**src/rtl/mdu_pkg.sv**
```systemverilog
// Shared definitions for the EXE-stage multiply/divide unit: op encodings,
// controller states and divider sizing.
package mdu_pkg;

    localparam logic [2:0] OP_MULT  = 3'd0;
    localparam logic [2:0] OP_MULTU = 3'd1;
    localparam logic [2:0] OP_DIV   = 3'd2;
    localparam logic [2:0] OP_DIVU  = 3'd3;
    localparam logic [2:0] OP_MTHI  = 3'd4;
    localparam logic [2:0] OP_MTLO  = 3'd5;

    localparam int DIV_STEPS = 32;
    localparam int CNT_W     = $clog2(DIV_STEPS);

    typedef enum logic [1:0] {
        ST_IDLE,
        ST_MUL,
        ST_DIV,
        ST_FIX
    } state_e;

    // Two's-complement magnitude when the operand is treated as signed.
    function automatic logic [31:0] mag32(input logic [31:0] v, input logic is_signed);
        return (is_signed && v[31]) ? (32'd0 - v) : v;
    endfunction

endpackage

```
**src/rtl/mdu_div_iter.sv**
```systemverilog
// One restoring radix-2 division step: shift the next dividend bit into the
// partial remainder, trial-subtract the divisor, emit one quotient bit.
module mdu_div_iter
    import mdu_pkg::*;
(
    input  logic [31:0] rem_i,
    input  logic [31:0] quo_i,
    input  logic [31:0] dvs_i,
    output logic [31:0] rem_o,
    output logic [31:0] quo_o
);

    logic [32:0] shifted;
    logic [32:0] diff;

    // rem_i < dvs_i always holds, so the 33-bit difference sign is exact.
    always_comb begin
        shifted = {rem_i, quo_i[31]};
        diff    = shifted - {1'b0, dvs_i};
        if (!diff[32]) begin
            rem_o = diff[31:0];
            quo_o = {quo_i[30:0], 1'b1};
        end else begin
            rem_o = shifted[31:0];
            quo_o = {quo_i[30:0], 1'b0};
        end
    end

endmodule

```
**src/rtl/exe_mdu.sv**
```systemverilog
// Multiply/divide unit with HI/LO registers: single-cycle registered multiply,
// 32-step restoring divide on magnitudes followed by a sign-fix cycle.
module exe_mdu
    import mdu_pkg::*;
(
    input  logic        clk,
    input  logic        rst_n,
    input  logic        start,
    input  logic [2:0]  op,
    input  logic [31:0] a,
    input  logic [31:0] b,
    input  logic        flush,
    input  logic        rd_hi,
    output logic        busy,
    output logic        done,
    output logic [31:0] mdu_out
);

    state_e             state_q, state_d;
    logic [CNT_W-1:0]   cnt_q, cnt_d;
    logic [31:0]        rem_q, rem_d;
    logic [31:0]        quo_q, quo_d;
    logic [31:0]        dvs_q, dvs_d;
    logic               neg_q_q, neg_q_d;
    logic               neg_r_q, neg_r_d;
    logic               sgn_q, sgn_d;
    logic [31:0]        hi_q, hi_d;
    logic [31:0]        lo_q, lo_d;

    logic [31:0]        step_rem;
    logic [31:0]        step_quo;
    logic [63:0]        mul_a_ext;
    logic [63:0]        mul_b_ext;
    logic [63:0]        product;
    logic               div_signed;

    mdu_div_iter u_div_iter (
        .rem_i (rem_q),
        .quo_i (quo_q),
        .dvs_i (dvs_q),
        .rem_o (step_rem),
        .quo_o (step_quo)
    );

    // Multiply operands share the quotient/divisor registers; the low 64 bits
    // of the extended product equal the signed or unsigned 64-bit result.
    assign mul_a_ext = {{32{sgn_q & quo_q[31]}}, quo_q};
    assign mul_b_ext = {{32{sgn_q & dvs_q[31]}}, dvs_q};
    assign product   = mul_a_ext * mul_b_ext;

    assign div_signed = (op == OP_DIV);
    assign mdu_out    = rd_hi ? hi_q : lo_q;

    always_comb begin
        state_d = state_q;
        cnt_d   = cnt_q;
        rem_d   = rem_q;
        quo_d   = quo_q;
        dvs_d   = dvs_q;
        neg_q_d = neg_q_q;
        neg_r_d = neg_r_q;
        sgn_d   = sgn_q;
        hi_d    = hi_q;
        lo_d    = lo_q;
        busy    = 1'b0;
        done    = 1'b0;

        case (state_q)
            ST_IDLE: begin
                if (start && !flush) begin
                    case (op)
                        OP_MULT, OP_MULTU: begin
                            quo_d   = a;
                            dvs_d   = b;
                            sgn_d   = (op == OP_MULT);
                            state_d = ST_MUL;
                        end
                        OP_DIV, OP_DIVU: begin
                            if (b == 32'd0) begin
                                // Preload the fixed divide-by-zero result; FIX passes it through.
                                rem_d   = a;
                                quo_d   = 32'hFFFF_FFFF;
                                neg_q_d = 1'b0;
                                neg_r_d = 1'b0;
                                cnt_d   = '0;
                                state_d = ST_FIX;
                            end else begin
                                rem_d   = 32'd0;
                                quo_d   = mag32(a, div_signed);
                                dvs_d   = mag32(b, div_signed);
                                neg_q_d = div_signed & (a[31] ^ b[31]);
                                neg_r_d = div_signed & a[31];
                                cnt_d   = CNT_W'(DIV_STEPS - 1);
                                state_d = ST_DIV;
                            end
                        end
                        OP_MTHI: hi_d = a;
                        OP_MTLO: lo_d = a;
                        default: ;
                    endcase
                end
            end
            ST_MUL: begin
                busy    = 1'b1;
                state_d = ST_IDLE;
                if (!flush) begin
                    {hi_d, lo_d} = product;
                    done         = 1'b1;
                end
            end
            ST_DIV: begin
                busy = 1'b1;
                if (flush) begin
                    state_d = ST_IDLE;
                end else begin
                    rem_d = step_rem;
                    quo_d = step_quo;
                    if (cnt_q == '0) begin
                        state_d = ST_FIX;
                    end else begin
                        cnt_d = cnt_q - 1'b1;
                    end
                end
            end
            ST_FIX: begin
                busy    = 1'b1;
                state_d = ST_IDLE;
                if (!flush) begin
                    lo_d = neg_q_q ? (32'd0 - quo_q) : quo_q;
                    hi_d = neg_r_q ? (32'd0 - rem_q) : rem_q;
                    done = 1'b1;
                end
            end
            default: state_d = ST_IDLE;
        endcase
    end

    always_ff @(posedge clk or negedge rst_n) begin
        if (!rst_n) begin
            state_q <= ST_IDLE;
            cnt_q   <= '0;
            rem_q   <= 32'd0;
            quo_q   <= 32'd0;
            dvs_q   <= 32'd0;
            neg_q_q <= 1'b0;
            neg_r_q <= 1'b0;
            sgn_q   <= 1'b0;
            hi_q    <= 32'd0;
            lo_q    <= 32'd0;
        end else begin
            state_q <= state_d;
            cnt_q   <= cnt_d;
            rem_q   <= rem_d;
            quo_q   <= quo_d;
            dvs_q   <= dvs_d;
            neg_q_q <= neg_q_d;
            neg_r_q <= neg_r_d;
            sgn_q   <= sgn_d;
            hi_q    <= hi_d;
            lo_q    <= lo_d;
        end
    end

endmodule

```
**config.mk**
```make
export PLATFORM = sky130hd
export DESIGN_NAME = exe_mdu
export DESIGN_NICKNAME = d
export VERILOG_FILES = /design/src/rtl/mdu_pkg.sv /design/src/rtl/mdu_div_iter.sv /design/src/rtl/exe_mdu.sv
export SDC_FILE = /design/constraint.sdc
export NUM_CORES = 2
export LEC_CHECK = 0
export CORE_ASPECT_RATIO = 0.7
export CORE_MARGIN = 2
export CORE_UTILIZATION = 30
export DETAILED_ROUTE_END_ITERATION = 8
export SLEW_MARGIN = 20
export SYNTH_ARGS = -nofsm -noshare
export SYNTH_HDL_FRONTEND = slang
export SYNTH_SLANG_ARGS = --single-unit
```
**constraint.sdc**
```tcl
create_clock -name clk -period 20.4 [get_ports clk]
set_clock_uncertainty 0.15 [all_clocks]
set_input_delay 6.12 -clock clk [delete_from_list [all_inputs] [get_ports clk]]
set_output_delay 6.12 -clock clk [all_outputs]
set_load 0.1 [all_outputs]
```
## Yosys cells after proc, flatten, opt, wreduce, memory -nomap -nowiden

Index checks and enable logic that the tools add are counted.
Widths: inputs -> output; s select.

| storage, ports and cells | value |
|---|---|
| flip-flop bits (word level) | 170 |
| logic and storage cells | 111 |

| operators by class | value |
|---|---|
| $add $sub $neg | 6 |
| multipliers | 1 |
| eq/ne operators | 19 |
| multiplexer cells | 46 |
| bitwise logic cells | 5 |
| reductions and logical operators | 24 |

Operator list:

| operator | count |
|---|---|
| $mux 32 | 22 |
| $pmux 32 s2 | 4 |
| $pmux 32 s3 | 2 |
| $sub 1x32->32 const A | 4 |
| $mul 33x33->64 | 1 |
| $sub 33x32->33 | 1 |
| $logic_not 32->1 | 1 |
| $mux 5 | 5 |
| $reduce_and 5->1 | 3 |
| $ne 2x2->1 const B | 6 |
| $reduce_and 4->1 | 3 |
| $pmux 5 s2 | 1 |
| $reduce_and 3->1 | 3 |
| $mux 1 | 7 |
| $eq 3x2->1 const B | 2 |
| $eq 3x3->1 const B | 2 |
| $mux 2 | 3 |
| $ne 2x1->1 const B | 3 |
| $pmux 2 s3 | 1 |
| $reduce_or 2->1 | 3 |
| $logic_not 5->1 | 1 |
| $sub 5x1->5 const B | 1 |
| $and 1x1->1 | 4 |
| $eq 2x2->1 const B | 2 |
| 13 further kinds | 16 |

## Longest topological paths before layout

| logic depth | value |
|---|---|
| word-level depth | 7 |
| mapped depth | 32 |

## Modules after synthesis

From an unflattened synthesis, not the netlist that was laid out.

| unflattened totals | value |
|---|---|
| cells, all modules | 5854 |
| area, all modules | 51340.5 sq um |

By module, submodules not included:

| module | times used | cells each | area each (sq um) | sequential area each (sq um) |
|---|---|---|---|---|
| exe_mdu | 1 | 5518 | 48749.3 | 4254.1 |
| mdu_div_iter | 1 | 336 | 2591.2 | 0.0 |

## Worst setup path after synthesis

No wires, ideal clock.

| timing path | value |
|---|---|
| kind | in2out |
| from | input rd_hi |
| to | output mdu_out[10] |
| arrival | 7229 ps |
| data required time | 14130 ps |
| path slack | 6901 ps |
| cell stages on the path | 3 |
| path buffers | 2 |
| cell sequence | clkbuf_1 -> buf_1 -> mux2_2 |

| on the way | value |
|---|---|
| word-level cells in the longest chain between the ends | 1 |

Ends and longest elaborated chain:

| what | RTL line | RTL |
|---|---|---|
| from (decl) | exe_mdu.sv:13 | `input logic rd_hi,` |
| $mux 32 | exe_mdu.sv:52 | `assign mdu_out = rd_hi ? hi_q : lo_q;` |
| to (decl) | exe_mdu.sv:16 | `output logic [31:0] mdu_out` |

Every way passes these cells.

## Final worst setup path

| timing path | value |
|---|---|
| from | input flush |
| to | output done |

| on the way | value |
|---|---|
| word-level cells in the longest chain between the ends | 2 |

Ends and longest elaborated chain:

| what | RTL line | RTL |
|---|---|---|
| from (decl) | exe_mdu.sv:12 | `input logic flush,` |
| $mux 1 | exe_mdu.sv:106, exe_mdu.sv:128 |  |
| $mux 1 | - |  |
| to (decl) | exe_mdu.sv:15 | `output logic done,` |

Every way passes these cells.

==> flow_metrics.env <==
export IMPL_run_status="finished clean"
export IMPL_vias=40592
export IMPL_place_hpwl_um=140000
export IMPL_yosys_warnings=0
export IMPL_cp_slowest_cell="clkdlybuf4s50_1"
export IMPL_synth_most_common_cell="inv_1"
export IMPL_coreArea_um2=168000
export IMPL_syn2layout_area_growth_pct=7.86
export IMPL_cts_max_level=4
export IMPL_syn_area_um2=50700
export IMPL_viasPerCell=5.12
export IMPL_clk_latency_ps=520
export IMPL_holdCritPathClass="reg2reg"
export IMPL_placed_area_um2=54000
export IMPL_start_util_pct=30.1
export IMPL_min_to="lo_q[22]"
export IMPL_max_freq_mhz=67.3
export IMPL_dieHeight_um=348
export IMPL_multi_input_area_um2=40600
export IMPL_portBuffers=105
export IMPL_drtIter0Drc=3937
export IMPL_cts_hold_fix_buffers=0
export IMPL_synth_main_ff_cell="dfrtp_1"
export IMPL_detailedPlace_worstSlack_ps=5620
export IMPL_clock_sinks=170
export IMPL_first_pass_iters=6
export IMPL_synth_yosys_seq_area_share_pct=8.40
export IMPL_seqCellArea_um2=4260
export IMPL_synth_commonest_cells="inv_1, fa_1, nand2_1"
export IMPL_grt_overflow=0
export IMPL_crit_type="in2out"
export IMPL_wl_per_cell_um=22.1
export IMPL_final_area_um2=54600
export IMPL_yosys_area_top_type_share_pct=44.5
export IMPL_drv_slew=0
export IMPL_grt_setup_unrepaired="false"
export IMPL_crit_chain="clkdlybuf4s50_1, nand2b_1, clkinv_1, clkdlybuf4s50_1"
export IMPL_cts_repair_resize_count=0
export IMPL_cts_buffer_depth=2
export IMPL_n_fill_cell=17516
export IMPL_async_reset_ff_share_pct=100
export IMPL_crit_fanout=12
export IMPL_relSlewSlack_pct=14.0
export IMPL_drc=0
export IMPL_fin_nets=7121
export IMPL_cts_setup_buffers=0
export IMPL_crit_family="buffers and inverters"
export IMPL_yosysTopAreaCell="fa_1"
export IMPL_grtUsageTotal_pct=20.7
export IMPL_cts_tree="built"
export IMPL_ff2ff_path_depth=28
export IMPL_crit_buf_inv=3
export IMPL_synth_cells=5781
export IMPL_cts_made_buffers=17
export IMPL_cap_violations=0
export IMPL_wl_um=176000
export IMPL_synth_seq_cells=170
export IMPL_critical_path_endpoint_type="output port"
export IMPL_cpMostUsedCell="clkdlybuf4s50_1"
export IMPL_ant_nets=0
export IMPL_ys_top_cells_by_area="fa_1, inv_1, dfrtp_1"
export IMPL_die_area_um2=172000
export IMPL_setup_ws_ps=5540
export IMPL_path_clk_slew_ps=80
export IMPL_antenna_found_initial=14
export IMPL_cp_arrival_ps=8590
export IMPL_synth_nets=7230
export IMPL_reg2reg_to="hi_q[31]"
export IMPL_worstMarginPinSlew_ps=1280
export IMPL_grt_pass1_wl_um=268000
export IMPL_avgSynthCellArea_um2=8.76
export IMPL_synth_cell_types=76
export IMPL_cts_root_buffer="clkbuf_16"
export IMPL_die_w_um=495
export IMPL_grt_pass1_vias=41515
export IMPL_rows=126
export IMPL_worstHoldStart="lo_q[22]"
export IMPL_finalCritPeriodShare_pct=72.9
export IMPL_fin_util_pct=32.5
export IMPL_synth_edf_count=0
export IMPL_cp_slowest_stage_delay_ps=1070
export IMPL_setup_violations=0
export IMPL_startpoint_type="primary input"
export IMPL_required_ps=14130
export IMPL_drive_gt1_share_pct=4.61
export IMPL_holdPathStages=2
export IMPL_min_period_ps=14860
export IMPL_hold_viol_final=0
export IMPL_r2r_slack_ps=9860
export IMPL_grt_max_degree=76
export IMPL_rr_startpoint="sgn_q"
export IMPL_ioPinCount=106
export IMPL_gp_congestion=0.975
export IMPL_fin_tns_setup_ps=0
-- per-layer routing --
metal  up-vias  global-route usage (%)  part of all wire, %
li1      17362                       -                    -
met1     21027                    29.9                   43
met2      1915                    30.4                   43
met3       276                    5.01                   10
met4        12                    6.20                  3.4
met5         -                       0                0.045
-- area by class of cell --
type	instances	area share [%]
antenna	5	0.0229
clock inverter	15	0.311
clock buffer	17	0.778
inverter	1189	8.17
tap	2240	5.13
timing repair buffer	213	3.42
sequential	170	7.80
multi-input combinational	4081	74.4
-- metrics by stage --
step	hold WS (ps)	instances
detailed placement	323	7893
floorplan	285	5781
global placement	312	7893
finish	343	7930
global route	377	7925
CTS	341	7925
-- how the worst max path moves through the flow --
stage	from	endpoint	slack (ps)	cells after the start
floorplan	rd_hi	mdu_out[10]	6900	3
global placement	flush	done	5700	4
detailed placement	flush	done	5620	4
CTS	flush	done	5610	4
global route	flush	done	5500	4
finish	flush	done	5540	4
-- worst min-delay path: cells and delay by family, from the launching register on --
kind             cells  cell delay, ps
AND/OR/NAND/NOR      1              40
flip-flops           1             340
AO/OA/AOI/OAI        1              70
-- state kept, by name, indices dropped and copies added (netlist names) --
register	flops
cnt_q	5
state_q	2
lo_q	32
neg_r_q	1
dvs_q	32
neg_q_q	1
hi_q	32
rem_q	32
sgn_q	1
quo_q	32
-- layout by cell type, fill, tap and decap left out, types with 54 or more instances in the layout --
cell and count:
o21ai_0 164, xor2_1 75, xnor2_1 137, a21oi_1 174
inv_1 1186, ha_1 251, mux2_2 54, buf_4 107
and2_1 300, clkdlybuf4s50_1 104, nand2_1 896, nor2_1 285
fa_1 1126, dfrtp_1 164
-- cell families after synthesis --
logic type / after synthesis / synth area share (%)
buf+inv: 1530 / 11.5
flops: 170 / 8.40
mux: 64 / 1.40
fa+ha+maj: 1377 / 50.7
compound gates: 721 / 9.21
xor+xnor: 212 / 3.67
simple gates: 1707 / 15.2
Power is left out: the tool's default activity adds up to more than one toggle a clock period on the data nets, which glitch-free logic cannot reach.
